$ cat config.mk
export PLATFORM = sky130hd
export DESIGN_NAME = exec_wb_stage
export DESIGN_NICKNAME = d
export VERILOG_FILES = /design/src/rtl/exec_wb_stage.sv
export SDC_FILE = /design/constraint.sdc
export NUM_CORES = 1
export LEC_CHECK = 0
export ABC_AREA = 1
export CAP_MARGIN = 20
export CORE_MARGIN = 2
export CORE_UTILIZATION = 54
export CTS_CLUSTER_DIAMETER = 50
export DETAILED_ROUTE_END_ITERATION = 6
export GPL_TIMING_DRIVEN = 1
export PLACE_DENSITY = 0.83
export SYNTH_ARGS = -nofsm -noshare
export SYNTH_HDL_FRONTEND = slang
export SYNTH_SLANG_ARGS = --single-unit
$ cat constraint.sdc
create_clock -name clk -period 2.8 [get_ports clk]
set_clock_uncertainty 0.05 [all_clocks]
set_input_delay 0.42 -clock clk [delete_from_list [all_inputs] [get_ports clk]]
set_output_delay 0.42 -clock clk [all_outputs]
set_load 0.01 [all_outputs]
$ cat src/rtl/exec_wb_stage.sv
// Purpose : execute/writeback stage behind the 16x16 register file; ALU op plus iterative MUL, status flags Z/N/C/F.
// Latency : single-cycle ops write back 1 cycle after issue; MUL writes back WIDTH+1 cycles after issue (busy for WIDTH cycles).
// Backpress: busy=1 while MUL iterates; start is ignored then and upstream must hold the instruction until busy=0.
//
// Ports:
//   clk, reset           rising-edge clock, synchronous active-high reset
//   start, op, dest      issue strobe, opcode (0 ADD .. 8 CMP, 9-15 NOP), destination register
//   srcA, srcB, imm      register-file operands and immediate; use_imm selects imm as operand B
//   busy                 high while a MUL is iterating
//   wb_write/addr/data   one-cycle write request to the register-file write port
//   flag_z/n/c/f         zero, negative, carry/borrow, signed overflow
module exec_wb_stage #(
  parameter int WIDTH = 16,
  parameter int AW    = 4
) (
  input  logic             clk,
  input  logic             reset,
  input  logic             start,
  input  logic [3:0]       op,
  input  logic [AW-1:0]    dest,
  input  logic [WIDTH-1:0] srcA,
  input  logic [WIDTH-1:0] srcB,
  input  logic [WIDTH-1:0] imm,
  input  logic             use_imm,
  output logic             busy,
  output logic             wb_write,
  output logic [AW-1:0]    wb_addr,
  output logic [WIDTH-1:0] wb_data,
  output logic             flag_z,
  output logic             flag_n,
  output logic             flag_c,
  output logic             flag_f
);

  localparam logic [3:0] OP_ADD = 4'd0;
  localparam logic [3:0] OP_SUB = 4'd1;
  localparam logic [3:0] OP_AND = 4'd2;
  localparam logic [3:0] OP_OR  = 4'd3;
  localparam logic [3:0] OP_XOR = 4'd4;
  localparam logic [3:0] OP_MOV = 4'd5;
  localparam logic [3:0] OP_LSH = 4'd6;
  localparam logic [3:0] OP_MUL = 4'd7;
  localparam logic [3:0] OP_CMP = 4'd8;

  localparam int CNT_W = (WIDTH > 1) ? $clog2(WIDTH) : 1;
  localparam logic [CNT_W-1:0] LAST_STEP = CNT_W'(WIDTH - 1);

  typedef enum logic {IDLE, MULT} state_t;

  state_t           state;
  logic [WIDTH-1:0] mcand;     // multiplicand, shifted left each step
  logic [WIDTH-1:0] mplier;    // multiplier, shifted right each step
  logic [WIDTH-1:0] acc;       // partial product (low WIDTH bits only are needed)
  logic [CNT_W-1:0] stepCnt;
  logic [AW-1:0]    mulDest;

  // Operand B and the single-cycle ALU, evaluated straight from the issue inputs.
  logic [WIDTH-1:0] opB;
  logic [WIDTH:0]   sumExt;
  logic [WIDTH:0]   diffExt;     // MSB is the borrow
  logic [4:0]       shMag;       // magnitude of a negative shift count
  logic [WIDTH-1:0] lshRes;
  logic [WIDTH-1:0] aluRes;
  logic             aluC;
  logic             aluF;
  logic             aluWr;
  logic             aluUpd;
  logic [WIDTH-1:0] accNext;

  assign opB     = use_imm ? imm : srcB;
  assign sumExt  = {1'b0, srcA} + {1'b0, opB};
  assign diffExt = {1'b0, srcA} - {1'b0, opB};
  assign shMag   = 5'd0 - opB[4:0];
  // B[4:0] is a signed count: non-negative shifts left, negative shifts right (-16 clears).
  assign lshRes  = opB[4] ? (srcA >> shMag) : (srcA << opB[3:0]);
  assign accNext = acc + (mplier[0] ? mcand : '0);

  always_comb begin
    aluRes = '0;
    aluC   = 1'b0;
    aluF   = 1'b0;
    aluWr  = 1'b0;
    aluUpd = 1'b0;
    case (op)
      OP_ADD: begin
        aluRes = sumExt[WIDTH-1:0];
        aluC   = sumExt[WIDTH];
        aluF   = (srcA[WIDTH-1] == opB[WIDTH-1]) && (aluRes[WIDTH-1] != srcA[WIDTH-1]);
        aluWr  = 1'b1;
        aluUpd = 1'b1;
      end
      OP_SUB, OP_CMP: begin
        aluRes = diffExt[WIDTH-1:0];
        aluC   = diffExt[WIDTH];
        aluF   = (srcA[WIDTH-1] != opB[WIDTH-1]) && (aluRes[WIDTH-1] != srcA[WIDTH-1]);
        aluWr  = (op == OP_SUB);
        aluUpd = 1'b1;
      end
      OP_AND: begin aluRes = srcA & opB; aluWr = 1'b1; aluUpd = 1'b1; end
      OP_OR:  begin aluRes = srcA | opB; aluWr = 1'b1; aluUpd = 1'b1; end
      OP_XOR: begin aluRes = srcA ^ opB; aluWr = 1'b1; aluUpd = 1'b1; end
      OP_MOV: begin aluRes = opB;        aluWr = 1'b1; aluUpd = 1'b1; end
      OP_LSH: begin aluRes = lshRes;     aluWr = 1'b1; aluUpd = 1'b1; end
      default: begin
        // MUL is handled by the FSM; NOPs leave everything untouched.
      end
    endcase
  end

  always_ff @(posedge clk) begin
    if (reset) begin
      state    <= IDLE;
      busy     <= 1'b0;
      wb_write <= 1'b0;
      wb_addr  <= '0;
      wb_data  <= '0;
      flag_z   <= 1'b0;
      flag_n   <= 1'b0;
      flag_c   <= 1'b0;
      flag_f   <= 1'b0;
      mcand    <= '0;
      mplier   <= '0;
      acc      <= '0;
      stepCnt  <= '0;
      mulDest  <= '0;
    end else begin
      wb_write <= 1'b0;
      case (state)
        IDLE: begin
          if (start) begin
            if (op == OP_MUL) begin
              mcand   <= srcA;
              mplier  <= opB;
              acc     <= '0;
              stepCnt <= '0;
              mulDest <= dest;
              busy    <= 1'b1;
              state   <= MULT;
            end else begin
              if (aluWr) begin
                wb_write <= 1'b1;
                wb_addr  <= dest;
                wb_data  <= aluRes;
              end
              if (aluUpd) begin
                flag_z <= (aluRes == '0);
                flag_n <= aluRes[WIDTH-1];
                flag_c <= aluC;
                flag_f <= aluF;
              end
            end
          end
        end
        MULT: begin
          acc     <= accNext;
          mcand   <= mcand << 1;
          mplier  <= mplier >> 1;
          stepCnt <= stepCnt + 1'b1;
          if (stepCnt == LAST_STEP) begin
            // Final step: the product leaves straight from accNext; C and F keep their values.
            busy     <= 1'b0;
            wb_write <= 1'b1;
            wb_addr  <= mulDest;
            wb_data  <= accNext;
            flag_z   <= (accNext == '0);
            flag_n   <= accNext[WIDTH-1];
            state    <= IDLE;
          end
        end
        default: state <= IDLE;
      endcase
    end
  end

endmodule

# ---- Word level (Yosys, flattened, before mapping)
# Index checks and enable logic that the tools add are counted.
dict set report word_totals {
  output_inout_bits 26
  in_bits 60
  ff_bits 83
}
dict set report op_classes {
  n_bitwise 5
  reduce_logical 14
  n_mux 53
  n_shift 2
  n_addsub 5
  n_eq_ne 19
}
# op n
set ops {}
lappend ops {{two-way mux 16 bit} 13}
lappend ops {{one-hot mux 16 bit (2 select lines)} 4}
lappend ops {{one-hot mux 16 bit (7 select lines)} 1}
lappend ops {{zero test 16 bit} 2}
lappend ops {{two-way mux 4 bit} 6}
lappend ops {{two-way mux 1 bit} 19}
lappend ops {{adder 16 x 16 -> 17 bit} 1}
lappend ops {{subtractor 16 x 16 -> 17 bit} 1}
lappend ops {{adder 16 bit} 1}
lappend ops {{bitwise AND 16 bit} 1}
lappend ops {{equality test 4 x 3 -> 1 bit, second input constant} 4}
lappend ops {{bitwise OR 16 bit} 1}
lappend ops {{one-hot mux 1 bit (2 select lines)} 8}
lappend ops {{one-hot mux 4 bit (2 select lines)} 2}
lappend ops {{left shift 16 x 4 -> 16 bit} 1}
lappend ops {{right shift 16 x 5 -> 16 bit} 1}
lappend ops {{XOR 16 bit} 1}
lappend ops {{AND reduction 4 bit} 3}
lappend ops {{inequality test 2 bit, second input constant} 5}
lappend ops {{equality test 4 x 2 -> 1 bit, second input constant} 2}
lappend ops {{equality test 4 bit, second input constant} 2}
lappend ops {{OR reduction 8 bit} 1}
lappend ops {{AND reduction 3 bit} 2}
lappend ops {{OR reduction 6 bit} 1}
lappend ops {{11 further kinds} 15}

# ---- Logic depth before layout (Yosys ltp)
dict set report logic_depth {
  depth_word 10
  mapped_depth 25
  depth_no_buf 24
}

# ---- Least setup slack after synthesis
# Ideal clock, no wire load.
dict set report synth_timing {
  path_type {input to register}
  from {input port use_imm}
  to {register flag_z}
  cell_stages 20
  arrival_time_ps 2804
  setup_ps 56
  n_path_buf 1
  slack_ps -110
  path_cell_list {inv_2 > nand2_4 > nand2_4 > buf_6 > ha_1 > inv_1 > fa_1 > o21ai_0 > a21oi_1 > o21ai_0 > nand2_1 > nand2_1 > nor2_1 > nor2_1 > nand2_1 > nor2_1 > nand2_1 > nand3_1 > nand2_1 > inv_1}
}
dict set report synth_between {
  elab_chain_cells 10
}
# item line_no
set synth_rtl {}
lappend synth_rtl {{start, declared} 24} ;# input logic use_imm,
lappend synth_rtl {{two-way mux 16 bit (*)} 70} ;# assign opB = use_imm ? imm : srcB;
lappend synth_rtl {{subtractor 1 x 5 -> 5 bit} 73} ;# assign shMag = 5'd0 - opB[4:0];
lappend synth_rtl {{right shift 16 x 5 -> 16 bit} 75} ;# assign lshRes = opB[4] ? (srcA >> shMag) : (srcA << opB[3:0]);
lappend synth_rtl {{two-way mux 16 bit} 75}
lappend synth_rtl {{one-hot mux 16 bit (7 select lines) (*)} 84} ;# case (op)
lappend synth_rtl {{zero test 16 bit (*)} 146} ;# flag_z <= (aluRes == '0);
lappend synth_rtl {{two-way mux 1 bit (*)} 145} ;# if (aluUpd) begin
lappend synth_rtl {{two-way mux 1 bit (*)} 131} ;# if (op == OP_MUL) begin
lappend synth_rtl {{two-way mux 1 bit (*)} 130} ;# if (start) begin
lappend synth_rtl {{one-hot mux 1 bit (2 select lines) (*)} 128} ;# case (state)
lappend synth_rtl {{end signal, assigned} 146}
lappend synth_rtl {{end signal, assigned} 165} ;# flag_z <= (accNext == '0);
lappend synth_rtl {{end, declared} 29} ;# output logic flag_z,
# Every way passes the cells marked *; elsewhere a longest branch is shown, timed or not. The select of a mux whose other input is x is not followed.
# A chain may end at the register's enable or synchronous reset.

# ---- Worst setup path in the final report
# Same ends and word-level chain as after synthesis.

==> qor.txt <==
synthesized area = 8640 µm²
die area = 17000 µm²
Final period util = 106%
Seq/Total Area, Yosys = 19.2%
final hold vios = 0
status = finished with violations
CTS sink count = 83
syn_area_per_cell = 5.91 µm²
VDD IR max = 0.353 mV
P per Cell Area = 376 nW/µm²
core area = 15800 µm²
Final Cell Area = 13300 µm²
CTS tree = yes
Hold Slack = 0.415 ns
via count = 12.8k
Setup-failing EPs final = 4
Synth top area share = 19.2%
GPL Wtd Cong = 1.04
worst flop-to-flop path endpoint = flag_z
dpl hpwl = 30.1 mm
synth warn = 0
placed insts = 1953
CTS Buf Count = 9
DRC = 23
Clock H-tree levels = 3
Area Growth Syn to Fin = 53.6%
synthesized flop and latch total = 83
fin util = 84.2%
startpoint types = primary input
first-pass GRT wire length = 59.4 mm
die outline width = 131 µm
Yosys top cell by area = dfxtp_1
R2R Path Start = mplier[0]
minimum clock period = 2.98 ns
synth unique cells = 44
Post-Route WL = 43.1 mm
TNS Setup = -0.308 ns
total gr overflow = 0
count leader, synth = nand2_1
crit path from = use_imm
R2R setup slack = 0.08 ns
# Max-Cap Violations = 0
CP Capture Type = register
root buffer cell = clkbuf_16
Initial Utilization = 54.8%
share of cells above drive strength 1 = 30.8%
critical-path maximum fanout = 8
number of synthesized flops with an enable pin = 0
number of vias per cell = 6.38
final std cells w/o fill = 2002
Final WS setup = -0.176 ns
worst skew pair latency = 0.35 ns
Nets = 1914
synth top area cells = dfxtp_1 19%, nand2_1 18%, nand3_1 12%, ha_1 10%, inv_1 6.5%
post-route ant nets = 0
crit path DAT = 3.22 ns
Placed Area = 11400 µm²
WS Path Type = primary input to register
Critical Path RT = 3.05 ns
asr flop ratio synth = 0%
worst-margin pin slew = 0.722 ns
maximum clock path buffer count = 2
leak pwr = 0.00633 µW
IO Port Bufs = 85
Layout fillers = 1004
RSZ-0062 raised after global routing = true
Synth Instances = 1462
most frequent cells after synthesis = 417 x nand2_1, 215 x nand3_1, 150 x inv_1, 106 x a21oi_1, 101 x nor2_1
Rel. slew slack = 51.8%
Post-CTS Hold Buffers = 0
GRT Overall Usage = 45.5%
WL per Instance = 21.5 µm
Rows = 46
Hold WC Path Type = register to register
Critical Path End = flag_z
die height = 131 µm
Top FF cell, synth = dfxtp_1
Reg2Reg Depth = 18
vias in the first global route = 11.3k
largest net degree at the start of global routing = 51
Achievable Freq = 0.336 GHz
post-synth net total = 1596
1st-iter DRT viols = 2254
Slew Limit Fails = 0
violated checks = design-rule violations, negative setup slack
antenna violations before repair = 2
IO Pins = 86
clock-pin slew on the worst setup and hold paths = 0.06 ns
first-pass iteration count of the detailed router = 7
-- logic make-up after synthesis --
logic type	after synthesis	share of synthesized area (%)
AND/OR/NAND/NOR	797	39.6
AO/OA/AOI/OAI	277	18.7
buffers and inverters	217	10.1
adder cells (fa/ha/maj)	74	11.0
XOR/XNOR	14	1.42
flip-flops	83	19.2
-- stage by stage --
step,setup slack [ns],power [µW]
finish,-0.176,4990
global route,-0.273,5150
CTS,0.000736,4560
detailed placement,-0.950,3130
global placement,-0.929,3120
floorplan,0.0256,2200
-- routing by layer --
layer  track usage [%]  wire, µm
met5                 0         0
met4              25.0      3970
met3              10.5      5810
met2              73.4     18600
met1              56.2     14700
-- cell usage in the layout (no fill, tap or decap), types with 15 or more instances in the layout --
| cell type | n |
|---|---|
| nand2_1 | 372 |
| buf_4 | 263 |
| nand3_1 | 184 |
| inv_1 | 130 |
| a21oi_1 | 81 |
| dfxtp_1 | 81 |
| clkdlybuf4s50_1 | 65 |
| nor2_1 | 62 |
| nand2_2 | 45 |
| o21ai_0 | 44 |
| ha_1 | 41 |
| a31oi_1 | 29 |
| nand3_2 | 28 |
| nor2_2 | 27 |
| ha_4 | 20 |
| inv_2 | 19 |
| o21ai_1 | 17 |
| nand4_1 | 16 |
| a22oi_1 | 15 |
| a21oi_2 | 15 |
-- report_power, final --
| group | switching, µW | leakage [µW] | internal [µW] | total (µW) |
|---|---|---|---|---|
| logic | 1400 | 0.00550 | 1080 | 2480 |
| registers | 25.2 | 0.000675 | 1220 | 1240 |
| clock network | 521 | 0.000154 | 749 | 1270 |
| total | 1950 | 0.00633 | 3040 | 4990 |
-- repair_timing --
action	in CTS	in global routing
setup endpoints to repair	19	17
setup buffers	15	15
gates resized for setup	140	203
cloned	1	1
pin swaps	40	107
-- state kept, by name, summed over array words and instances (netlist names) --
name      flops
busy          1
mcand        16
acc          16
flag_c        1
flag_n        1
wb_data      16
stepCnt       4
flag_f        1
mulDest       4
flag_z        1
mplier       16
wb_write      1
state         1
wb_addr       4
-- worst min path at each step --
stage	cells after the start	endpoint	slack (ns)	startpoint
floorplan	2	mulDest[0]	0.37	mulDest[0]
global placement	2	mulDest[1]	0.38	mulDest[1]
detailed placement	2	mulDest[2]	0.39	mulDest[2]
CTS	2	mulDest[3]	0.42	mulDest[3]
global route	2	mulDest[0]	0.43	mulDest[0]
finish	2	mulDest[0]	0.42	mulDest[0]
-- final cells by class --
cell class,instances,area (µm²),share of cell area (%)
clock inverter,4,56.3,0.424
multi-input combinational,1162,7230,54.5
inverter,154,593,4.47
antenna,1,2.50,0.0189
timing repair buffer,370,3200,24.1
clock buffer,12,256,1.93
sequential,83,1670,12.6
tap,216,270,2.04
-- worst max-delay path, cell delays in order --
cell and delay [ns]:
buf_4 0.14, buf_6 0.18, nand2_2 0.10, nand2_4 0.09, ha_2 0.20, inv_1 0.11, fa_2 0.45, o21ai_4 0.21
nand2_1 0.12, nand2_1 0.10, nand2_1 0.08, nand3_1 0.11, nand2_1 0.08, nor2_2 0.15, nand2_2 0.09, nor2_2 0.12
nand3_2 0.09, nor2_2 0.10, nand2_1 0.09, nand3_2 0.08, nand2_1 0.05, inv_1 0.06
No activity file was read; power rests on OpenSTA's default activity.
